[src/rtl/instr_fetch_unit.sv]
// Instruction fetch front end: owns the PC, issues one word fetch at a time and
// buffers returned words for decode. Redirects flush the buffer and restart fetch.
module instr_fetch_unit #(
   parameter logic [31:0] RESET_PC   = 32'h0000_0000,
   parameter int unsigned FIFO_DEPTH = 2
) (
   input  logic        clk,
   input  logic        rst_n,
   output logic        imem_req_valid,
   output logic [31:0] imem_req_addr,
   input  logic        imem_req_ready,
   input  logic        imem_rsp_valid,
   input  logic [31:0] imem_rsp_data,
   output logic        instr_valid,
   output logic [31:0] instr,
   output logic [31:0] instr_pc,
   input  logic        instr_ready,
   input  logic        redirect,
   input  logic [31:0] redirect_pc
);

   localparam int unsigned PtrW = (FIFO_DEPTH > 1) ? $clog2(FIFO_DEPTH) : 1;
   localparam int unsigned CntW = $clog2(FIFO_DEPTH + 1);

   typedef enum logic [1:0] {StFetch, StWait, StFull} state_e;

   state_e            state_q, state_d;
   logic [31:0]       fetch_pc_q, fetch_pc_d;
   logic [31:0]       stale_addr_q, stale_addr_d;
   logic [31:0]       req_pc_q, req_pc_d;
   logic              stale_q, stale_d;
   logic              started_q;
   logic [PtrW-1:0]   wr_ptr_q, rd_ptr_q;
   logic [CntW-1:0]   count_q, cnt_after;
   logic [31:0]       data_q [FIFO_DEPTH];
   logic [31:0]       pc_q   [FIFO_DEPTH];
   logic              push, pop, room, req_fire;

   assign pop      = instr_valid && instr_ready;
   assign push     = (state_q == StWait) && imem_rsp_valid && !stale_q && !redirect;
   assign req_fire = imem_req_valid && imem_req_ready;

   always_comb begin
      cnt_after = count_q;
      if (push && !pop) cnt_after = count_q + CntW'(1);
      else if (pop && !push) cnt_after = count_q - CntW'(1);
   end
   assign room = cnt_after < CntW'(FIFO_DEPTH);

   // State register
   always_ff @(posedge clk or negedge rst_n) begin
      if (!rst_n) begin
         state_q      <= StFetch;
         fetch_pc_q   <= RESET_PC;
         stale_addr_q <= RESET_PC;
         req_pc_q     <= RESET_PC;
         stale_q      <= 1'b0;
         started_q    <= 1'b0;
      end else begin
         state_q      <= state_d;
         fetch_pc_q   <= fetch_pc_d;
         stale_addr_q <= stale_addr_d;
         req_pc_q     <= req_pc_d;
         stale_q      <= stale_d;
         started_q    <= 1'b1;
      end
   end

   // Next-state logic
   always_comb begin
      state_d      = state_q;
      fetch_pc_d   = fetch_pc_q;
      stale_d      = stale_q;
      stale_addr_d = stale_addr_q;
      req_pc_d     = req_pc_q;
      unique case (state_q)
         StFetch: begin
            if (req_fire) begin
               state_d  = StWait;
               req_pc_d = imem_req_addr;
               if (!stale_q && !redirect) fetch_pc_d = fetch_pc_q + 32'd4;
            end
            // The presented address must not move until accepted, so latch it.
            if (redirect) begin
               stale_d = 1'b1;
               if (!stale_q) stale_addr_d = fetch_pc_q;
            end
         end
         StWait: begin
            if (imem_rsp_valid) begin
               stale_d = 1'b0;
               state_d = (redirect || room) ? StFetch : StFull;
            end else if (redirect) begin
               stale_d = 1'b1;
            end
         end
         StFull: begin
            if (redirect || room) state_d = StFetch;
         end
         default: state_d = StFetch;
      endcase
      if (redirect) fetch_pc_d = {redirect_pc[31:2], 2'b00};
   end

   // Outputs
   always_comb begin
      imem_req_valid = (state_q == StFetch) && started_q;
      imem_req_addr  = stale_q ? stale_addr_q : fetch_pc_q;
      instr_valid    = (count_q != '0);
      instr          = data_q[rd_ptr_q];
      instr_pc       = pc_q[rd_ptr_q];
   end

   // Instruction buffer
   always_ff @(posedge clk or negedge rst_n) begin
      if (!rst_n) begin
         wr_ptr_q <= '0;
         rd_ptr_q <= '0;
         count_q  <= '0;
         for (int i = 0; i < int'(FIFO_DEPTH); i++) begin
            data_q[i] <= '0;
            pc_q[i]   <= '0;
         end
      end else if (redirect) begin
         wr_ptr_q <= '0;
         rd_ptr_q <= '0;
         count_q  <= '0;
      end else begin
         count_q <= cnt_after;
         if (push) begin
            data_q[wr_ptr_q] <= imem_rsp_data;
            pc_q[wr_ptr_q]   <= req_pc_q;
            wr_ptr_q <= (wr_ptr_q == PtrW'(FIFO_DEPTH - 1)) ? '0 : wr_ptr_q + 1'b1;
         end
         if (pop) rd_ptr_q <= (rd_ptr_q == PtrW'(FIFO_DEPTH - 1)) ? '0 : rd_ptr_q + 1'b1;
      end
   end

endmodule

[config.mk]
export PLATFORM = sky130hd
export DESIGN_NAME = instr_fetch_unit
export DESIGN_NICKNAME = d
export VERILOG_FILES = /design/src/rtl/instr_fetch_unit.sv
export SDC_FILE = /design/constraint.sdc
export NUM_CORES = 1
export LEC_CHECK = 0
export ABC_AREA = 1
export BUFFER_PORTS_ARGS = -buffer_cell sky130_fd_sc_hd__buf_2
export CELL_PAD_IN_SITES_DETAIL_PLACEMENT = 1
export CELL_PAD_IN_SITES_GLOBAL_PLACEMENT = 1
export CORE_MARGIN = 2
export CORE_UTILIZATION = 35
export DETAILED_ROUTE_END_ITERATION = 10
export HOLD_SLACK_MARGIN = 0.02
export PLACE_DENSITY = 0.71
export SYNTH_ARGS = -nofsm -noshare
export SYNTH_HDL_FRONTEND = slang
export SYNTH_SLANG_ARGS = --single-unit
[constraint.sdc]
create_clock -name clk -period 2 [get_ports clk]
set_input_delay 0.6 -clock clk [delete_from_list [all_inputs] [get_ports clk]]
set_output_delay 0.6 -clock clk [all_outputs]
set_load 0.005 [all_outputs]
==> impl_results.md <==
- Detailed-route vias per instance: 4.95
- CP Data Required Time: 1.40 ns
- Min-delay worst type: in -> reg
- Post-synthesis xor/xnor area fraction: 0.817%
- Number of CTS-inserted buffers: 27
- CP arrival: 1.72 ns
- Most frequent cells in the layout: nand2_1, dfrtp_1, o21ai_0
- Warnings from Yosys: 0
- Die width: 179 um
- CP bufs+invs: 4
- Drt total wl: 37200 um
- Clock-pin slew on the worst setup and hold paths: 0.06 ns
- Async set-reset flop share out of synthesis: 100%
- Pwr per Cell Area: 1400 nW/um^2
- Die area: 32000 um^2
- Root buffer cell: clkbuf_16
- VDD IR max: 732 uV
- Synth cell types: 32
- Crit. End Element: output pin
- EDFF count, synth: 0
- Final min period: 2.32 ns
- Unrepaired setup endpoints after global routing: true
- Post-synthesis instance total: 1353
- Clock Skews: 0.0102 ns
- Num rows: 64
- Slowest stage delay, CP: 0.49 ns
- Total Nets Final: 1659
- # diodes: 0
- CTS tree: done
- Starting DRT DRC Count: 507
- Largest net degree at the start of global routing: 64
- Setup violations, final: 96
- Crit Path Category: reg -> out
- WL/cell: 18.5 um
- Synth Net Count: 1425
- Initial Util: 35.3%
- CP max-delay cell: dfrtp_2
- Largest family of logic cells by synthesized area: simple AND/OR/NAND/NOR gates
- Crit path max-delay family: buffers and inverters
- Top cell type's share of synthesized area: 53.7%
- CP most frequent cell: buf_6
- H-tree levels: 1
- Placed cell count: 1894
- Aggregate global-route resource usage: 22.2%
- Die Ht: 179 um
- TritonRoute pass-1 iters: 5
- Ratio of final minimum period to clock period: 116%
- Clk Latency, worst-skew pair: 0.54 ns
- Post-route DRC: 0
- Predominant post-synthesis flop cell: dfrtp_1
- Worst Setup Slack, final: -0.318 ns
- Sequential fraction of the synthesis area: 53.7%
- Total power: 0.0217 W
- Max Cap Violations: 0
- Synthesized cell area: 10700 um^2
- Commonest non-fill, non-tap cell in the layout: nand2_1
- Vias in the first global route: 10156
- Post-Synth Adder-Cell Area: 0.234%
- Syn-to-layout area delta: 44.8%
- CP startpoint kind: flop
- Final cell count without fillers: 2003
- CTS sink count: 230
- Critical path, cell by cell: buf_12 -> buf_8 -> nand2_4 -> o21ai_4 -> buf_6 -> buf_6
- Lkg Pwr: 7.74 nW
- Multiplexer share of the synthesized area: 2.63%
- Syn_area_per_cell: 7.92 um^2
- Clock buffer depth: 3
- Place WS: 0.106 ns
- Ports: 168
- Grt ovf: 0
- First-pass GRT wire length: 55300 um
- DR vias: 9921
- Core outline area: 30300 um^2
- Worst Path Max Fanout: 6
- Yosys reg bits: 230
- Fin. Hold Viols: 0
- Initial antenna violation count: 0
- Highest clock rate: 431 MHz
- Synth area leader: dfrtp_1
- Synth top area cells: dfrtp_1, nand2_1, o21ai_0
- Failing checks: setup timing
- Outcome: finished with violations
- Dpl hpwl: 22000 um
- Post-DRT Antenna Nets: 0
- Final GP Congestion: 0.837
- Post-synthesis compound-gate area fraction: 11.8%
- Final slew viol count: 0
- Buffers on Ports: 165
- Layout cells sized above 1: 34.5%
- Synth Area in Simple Gates: 23.6%
[repair_timing]
action | 4_1_cts | 5_1_grt
buffers inserted | 37 | 15
hold buffers | 1 | 0
cloned | 18 | 2
pin swaps | 39 | 53
hold endpoints to repair | 16 | 0
endpoints found under the setup margin | 95 | 125
gates resized for setup | 242 | 206
[layout make-up]
cell class,instances,area [um^2]
fillers,3486,14800
flip-flops and latches,230,5760
multi-input cells,929,5290
repair buffers,271,2530
clock buffers,39,791
inverters,127,505
well taps,396,495
clock inverters,10,133
repair inverters,1,11.3
[routing by layer]
layer	global-route usage [%]	vias up	part of all wire, %
li1	-	4732	-
met1	27.9	4912	42
met2	40.0	221	51
met3	2.88	56	4.2
met4	5.62	0	2.7
met5	0	-	0
[Yosys cell counts, types with 6 or more instances]
library cell / number
nor2_1: 75
mux2_2: 25
o21ai_0: 206
xor2_1: 10
buf_2: 21
nand3_1: 36
dfrtp_1: 230
a21oi_1: 6
clkbuf_1: 36
buf_1: 8
inv_1: 124
o21ai_1: 13
nand2_1: 517
nand4_1: 6
[metrics by stage]
step	hold WS, ns	instance area, um^2	utilization (%)	setup TNS (ns)
final	0.296	15500	51.1	-21.50
after global placement	0.454	12300	40.5	0
after CTS	0.266	14700	48.5	-25.04
after global routing	0.287	15500	51.1	-26.11
after floorplan	0.304	10700	-	0
after detailed placement	0.461	12300	40.5	0
[cells by family (layout without fill, tap and decap cells)]
family | Yosys count | in the layout
buffers and inverters | 195 | 448
AO/OA/AOI/OAI | 245 | 245
multiplexers | 25 | 25
adder cells (fa/ha/maj) | 2 | 2
XOR/XNOR | 10 | 10
flip-flops | 230 | 230
AND/OR/NAND/NOR | 645 | 646
other | 1 | 1
[registers in the layout, summed over array words and instances (netlist names)]
signal and cells:
count_q 2, data_q 64, stale_q 1, fetch_pc_q 30, started_q 1, wr_ptr_q 1
pc_q 64, rd_ptr_q 1, state_q 2, req_pc_q 32, stale_addr_q 32
[final timing paths]
path                            slack [ns]           endpoint      startpoint  depth (start not counted)
worst max-delay path                 -0.32  imem_req_addr[13]         stale_q                          6
worst min-delay path                  0.30         state_q[0]  imem_rsp_valid                          2
worst max register to register        0.05         data_q[16]         stale_q                          9
worst min register to register        0.48         data_q[29]      data_q[29]                          2
max in group asynchronous             0.87     fetch_pc_q[27]           rst_n                          3
min in group asynchronous             0.50         data_q[36]           rst_n                          2
[power breakdown]
part	total, W	internal [W]	switching [W]
logic	0.00965	0.00473	0.00492
clock network	0.00508	0.00312	0.00197
registers	0.00692	0.00590	0.00102
No activity file was read; power rests on OpenSTA's default activity.
